File: config.mk
export PLATFORM = sky130hd
export DESIGN_NAME = neuron_activation_stage
export DESIGN_NICKNAME = d
export VERILOG_FILES = /design/src/rtl/neuron_activation_stage.sv
export SDC_FILE = /design/constraint.sdc
export NUM_CORES = 1
export LEC_CHECK = 0
export ABC_AREA = 0
export ABC_CLOCK_PERIOD_IN_PS = 5900
export BUFFER_PORTS_ARGS = -buffer_cell sky130_fd_sc_hd__buf_2
export CAP_MARGIN = 20
export CORE_MARGIN = 4
export CORE_UTILIZATION = 54
export CTS_CLUSTER_SIZE = 10
export DETAILED_ROUTE_END_ITERATION = 16
export GPL_TIMING_DRIVEN = 0
export PLACE_DENSITY = 0.87
export REMOVE_ABC_BUFFERS = 1
export SYNTH_ARGS = -nofsm -noshare
export SYNTH_HDL_FRONTEND = slang
export SYNTH_SLANG_ARGS = --single-unit
export TNS_END_PERCENT = 30
File: constraint.sdc
create_clock -name clk -period 5.9 [get_ports clk]
set_input_delay 0.295 -clock clk [delete_from_list [all_inputs] [get_ports clk]]
set_output_delay 0.295 -clock clk [all_outputs]
set_load 0.02 [all_outputs]
File: src/rtl/neuron_activation_stage.sv
// neuron_activation_stage: per-neuron bias add, ReLU (or leaky ReLU when
// ACT_LEAKY_RELU_EN is defined), fixed-point rescale and saturation,
// packing results into a layer output vector.
// Ports:
//   clk, rst_n             clock, async active-low reset
//   sum_valid/sum_ready    input handshake for sum_in, bias_in, num_neurons
//   sum_in, bias_in        signed accumulated sum and bias (ACC_W)
//   num_neurons            layer size, sampled on the first sum of a vector
//   vec_valid/vec_ready    output vector handshake
//   vec_out                slot i at [i*OUT_W +: OUT_W]
//   vec_count              slots written in the presented vector
//   sat_flag               some slot of this vector saturated
module neuron_activation_stage #(
    parameter int MAX_NEURONS = 8,
    parameter int ACC_W       = 32,
    parameter int OUT_W       = 16,
    parameter int FRAC_SHIFT  = 8
) (
    input  logic                           clk,
    input  logic                           rst_n,
    input  logic                           sum_valid,
    output logic                           sum_ready,
    input  logic [ACC_W-1:0]               sum_in,
    input  logic [ACC_W-1:0]               bias_in,
    input  logic [$clog2(MAX_NEURONS+1)-1:0] num_neurons,
    output logic                           vec_valid,
    input  logic                           vec_ready,
    output logic [MAX_NEURONS*OUT_W-1:0]   vec_out,
    output logic [$clog2(MAX_NEURONS+1)-1:0] vec_count,
    output logic                           sat_flag
);

    localparam int CW = $clog2(MAX_NEURONS+1);
    localparam int SW = ACC_W + 1;
    localparam logic [CW-1:0] NMAX = CW'(MAX_NEURONS);
    localparam logic signed [SW-1:0] OMAX = SW'(2**(OUT_W-1) - 1);
    localparam logic signed [SW-1:0] OMIN = ~OMAX;

    typedef enum logic [1:0] {
        COLLECT = 2'd0,
        DRAIN   = 2'd1,
        PRESENT = 2'd2
    } state_t;

    state_t state, state_nxt;

    logic [CW-1:0] count;
    logic [CW-1:0] n_eff;
    logic [CW-1:0] n_in;
    logic [CW-1:0] n_cur;

    logic                 s1_vld;
    logic                 s1_last;
    logic [CW-1:0]        s1_idx;
    logic signed [SW-1:0] s1;
    logic                 wr_last;

    logic signed [SW-1:0] act;
    logic signed [SW-1:0] shr;
    logic [OUT_W-1:0]     res;
    logic                 res_sat;

    logic [OUT_W-1:0] slot [MAX_NEURONS];
    logic             sat;

    logic accept;
    logic last_acc;
    logic vhs;

    assign accept = sum_valid && sum_ready;
    assign vhs    = vec_valid && vec_ready;

    // Zero or oversize layer requests fall back to the full vector.
    always_comb begin
        n_in = num_neurons;
        if (num_neurons == '0 || num_neurons > NMAX)
            n_in = NMAX;
    end

    // The first sum of a vector uses the live request, later ones the latch.
    assign n_cur    = (count == '0) ? n_in : n_eff;
    assign last_acc = accept && ((count + CW'(1)) == n_cur);

    // State register
    always_ff @(posedge clk or negedge rst_n) begin
        if (!rst_n)
            state <= COLLECT;
        else
            state <= state_nxt;
    end

    // Next-state logic
    always_comb begin
        state_nxt = state;
        unique case (state)
            COLLECT: if (last_acc)  state_nxt = DRAIN;
            DRAIN:   if (wr_last)   state_nxt = PRESENT;
            PRESENT: if (vec_ready) state_nxt = COLLECT;
            default:                state_nxt = COLLECT;
        endcase
    end

    // Outputs decoded from registered state only
    always_comb begin
        sum_ready = 1'b0;
        vec_valid = 1'b0;
        unique case (state)
            COLLECT: sum_ready = (count < n_eff);
            PRESENT: vec_valid = 1'b1;
            default: ;
        endcase
    end

    // Count and layer size. n_eff idles at the maximum so that
    // the first sum of a vector is always admissible.
    always_ff @(posedge clk or negedge rst_n) begin
        if (!rst_n) begin
            count <= '0;
            n_eff <= NMAX;
        end else if (vhs) begin
            count <= '0;
            n_eff <= NMAX;
        end else if (accept) begin
            count <= count + CW'(1);
            if (count == '0)
                n_eff <= n_in;
        end
    end

    // Stage 1: widened bias add, cannot overflow.
    always_ff @(posedge clk or negedge rst_n) begin
        if (!rst_n) begin
            s1_vld  <= 1'b0;
            s1_last <= 1'b0;
            s1_idx  <= '0;
            s1      <= '0;
            wr_last <= 1'b0;
        end else begin
            s1_vld  <= accept;
            s1_last <= last_acc;
            wr_last <= s1_vld && s1_last;
            if (accept) begin
                s1_idx <= count;
                s1     <= {sum_in[ACC_W-1], sum_in}
                        + {bias_in[ACC_W-1], bias_in};
            end
        end
    end

    // Stage 2: activation, rescale, saturate.
    always_comb begin
`ifdef ACT_LEAKY_RELU_EN
        act = (s1 < 0) ? (s1 >>> 3) : s1;
`else
        act = (s1 < 0) ? '0 : s1;
`endif
        shr     = act >>> FRAC_SHIFT;
        res     = shr[OUT_W-1:0];
        res_sat = 1'b0;
        if (shr > OMAX) begin
            res     = OMAX[OUT_W-1:0];
            res_sat = 1'b1;
        end else if (shr < OMIN) begin
            res     = OMIN[OUT_W-1:0];
            res_sat = 1'b1;
        end
    end

    always_ff @(posedge clk or negedge rst_n) begin
        if (!rst_n) begin
            for (int i = 0; i < MAX_NEURONS; i++)
                slot[i] <= '0;
            sat <= 1'b0;
        end else if (vhs) begin
            for (int i = 0; i < MAX_NEURONS; i++)
                slot[i] <= '0;
            sat <= 1'b0;
        end else if (s1_vld) begin
            for (int i = 0; i < MAX_NEURONS; i++)
                if (s1_idx == CW'(i))
                    slot[i] <= res;
            if (res_sat)
                sat <= 1'b1;
        end
    end

    for (genvar g = 0; g < MAX_NEURONS; g++) begin : g_pack
        assign vec_out[g*OUT_W +: OUT_W] = slot[g];
    end

    assign vec_count = count;
    assign sat_flag  = sat;

endmodule

==> results.toml <==
[status]
outcome = "completed"

[finish]
fillers = 1210
drive_above_1_share_pct = 25.3
finalInstanceArea_um2 = 10300
multi_input_area_um2 = 3830
seq_area_um2 = 4280
area_growth_pct = 22.5
antennaDiodeCount = 0
layout_commonest_cell = "buf_2"
mostFrequentLayoutCells = "buf_2 (205), dfrtp_1 (170), o21ai_0 (146)"
fin_nets = 1169

[placement]
place_congestion = 0.874
io_buffers = 206
placed_area_um2 = 9600
hpwl_mm = 15.2

[route]
drc = 0
wl_per_cell_um = 16.9
drtIter0Drc = 601
drtPass1Iterations = 5
drtAntennaViolNets = 0
routed_via_density = 5.84
dr_total_vias = 7510
drt-total-wl_mm = 21.7

[timing]
rsz0062_at_grt = "false"
slew_headroom_pct = 29.0
clock.fmax_ghz = 0.360
post-route-period-util_pct = 47.0
finalWorstPathRequiredPeriod_ns = 2.77
setup_viol = 0
fin_tns_setup_ns = 0
hold_viol = 0
fin_skew_ns = 0.0143
drv_slew = 0
tightest_slew_ns = 1.06

[setup_path]
start_kind = "flip-flop"
crit_path_end_kind = "flip-flop"
crit_type = "reg2reg"
crit_arrival_ns = 3.08
reg2regPathDepth = 8
cp.required_ns = 6.20
worstPathMaxFanout = 20

[clocking]
cts_buffer_depth = 2
clk_pin_slew_ns = 0.07
cts_made_buffers = 17
cts.sinks = 171
insertion_delay_ns = 0.43
cts_tree = "built"
htree_levels = 4
cts-root-buf = "clkbuf_16"

[synthesis]
syn_inst = 881
synth-xor-area-share_pct = 2.29
yosys-mux-area-fraction_pct = 0.268
yosys.area_share.simple_pct = 17.2
seq_area_frac_synth_pct = 50.9
avgSynthCellArea_um2 = 9.55
syn_area_um2 = 8420
synth_compound_area_share_pct = 20.2
synth_top_family_by_area = "compound AO/OA/AOI/OAI gates"
ys.flop_type = "dfrtp_1"
ys_types = 70
async_flop_share_pct = 100
synthAdderAreaFrac_pct = 5.35
ys_ff_latch = 171
yosysWarnings = 0
synth-edff-count = 0

[grt]
grt_busiest_layer = "met2"
grt-ovfl-total = 0
first_global_vias = 7056
gr-usage-met1_pct = 33.9
grt_use_met2_pct = 40.1
antenna_found_initial = 0
grt_pass1_wl_mm = 35.5
met3_usage_pct = 3.19
track_usage_pct = 24.4
grt_max_degree = 100

[power]
irDropWorstVdd_uv = 231
total_leakage_power_nw = 5.10
power_density_nw_per_um2 = 508

[floorplanning]
io_pins = 207
fp.dieH_um = 133
rows = 45
start_util_pct = 55.2
core-area_um2 = 15300
fp.dieW_um = 133
dieArea_um2 = 17600

[worst_hold_path]
whs_path_depth = 2
min_path_type = "in2reg"

[flow_run]
drv_cap = 0
==> area by class of cell <==
| type | instances | area share [%] |
|---|---|---|
| Multi-Input combinational cell | 632 | 37.1 |
| Timing Repair Buffer | 219 | 12.4 |
| Clock inverter | 14 | 1.55 |
| Tap cell | 211 | 2.56 |
| Clock buffer | 18 | 4.16 |
| Sequential cell | 171 | 41.5 |
| Inverter | 20 | 0.728 |
==> synthesized netlist by cell type (5+ instances only) <==
master,n,area [µm²]
a21oi_1,30,150
o21ai_0,146,731
nand3_1,137,686
o21ai_1,28,140
nor3b_1,6,45.0
o211ai_1,7,52.6
ha_1,36,450
xor2_1,7,61.3
nor2b_1,5,31.3
nand2_1,61,229
and3_1,11,68.8
inv_1,19,71.3
nand4_1,6,37.5
o31ai_1,5,37.5
nor2_1,27,101
a21o_1,14,105
and2_1,5,31.3
nor3_1,12,60.1
clkbuf_1,47,176
buf_2,8,40.0
xnor2_1,15,131
o21bai_1,7,52.6
dfrtp_1,170,4250
==> flip-flops by register name (all words and copies together), names as in the netlist <==
register and count:
s1_last 1, s1 25, s1_idx 4, vec_count 4
vec_out 128, state 2, s1_vld 1, sat_flag 1
wr_last 1, n_eff 4
==> kinds of logic after synthesis <==
family,count (synthesis)
adders and majority gates,36
DFF,171
buffers and inverters,78
AOI/OAI and AO/OA,282
xor gates and xnor gates,22
and+or+nand+nor,290
muxes,2
==> layer usage <==
layer  wire length, µm  vias to the layer above
li1                  -                     3560
met1              9390                     3596
met2             10500                      326
met3              1410                       28
met4               385                        0
met5                 0                        -
==> path summary, 6_finish.rpt <==
kind                                            to                     start  slack, ns
hold / removal                state[1]$_DFFE_PN0P_                 vec_ready       0.13
setup reg to reg                s1[25]$_DFFE_PN0P_  vec_count[1]$_DFFE_PN0P_       3.13
setup / recovery                s1[25]$_DFFE_PN0P_  vec_count[1]$_DFFE_PN0P_       3.13
hold reg to reg               state[0]$_DFFE_PN0P_         wr_last$_DFF_PN0_       0.46
min in group asynchronous  vec_out[31]$_DFFE_PN0P_                     rst_n       0.42
max in group asynchronous  vec_out[10]$_DFFE_PN0P_                     rst_n       4.61
==> worst max-delay path, stage by stage (launching register included) <==
cell and delay [ns]:
dfrtp_1 0.46, ha_1 0.32, a21o_1 0.10, a21oi_1 0.09, o211ai_1 0.62, buf_4 0.32
inv_2 0.19, and2_1 0.21, a311o_1 0.34
==> power breakdown <==
part	total (mW)	internal (mW)	switching, mW
clock network	1.11	0.634	0.479
logic	2.15	0.747	1.41
registers	1.97	1.67	0.302
total	5.24	3.05	2.19
==> repair_timing <==
item	4_1_cts	5_1_grt
hold buffers	1	0
gates resized for setup	0	0
setup buffers	0	0
hold endpoints to repair	71	0
==> metrics by stage <==
stage	setup slack, ns	hold slack, ns	power [mW]	util, %	instances
after global routing	2.96	0.157	5.57	67.6	1285
after floorplan	1.55	-0.000591	3.29	-	823
after global placement	0.349	0.441	3.99	62.1	1240
after detailed placement	3.16	0.293	4.10	62.9	1247
final	3.13	0.129	5.24	67.6	1285
after CTS	3.14	0.127	5.23	66.8	1280
Note: power is estimated with default switching activity, not from simulation.
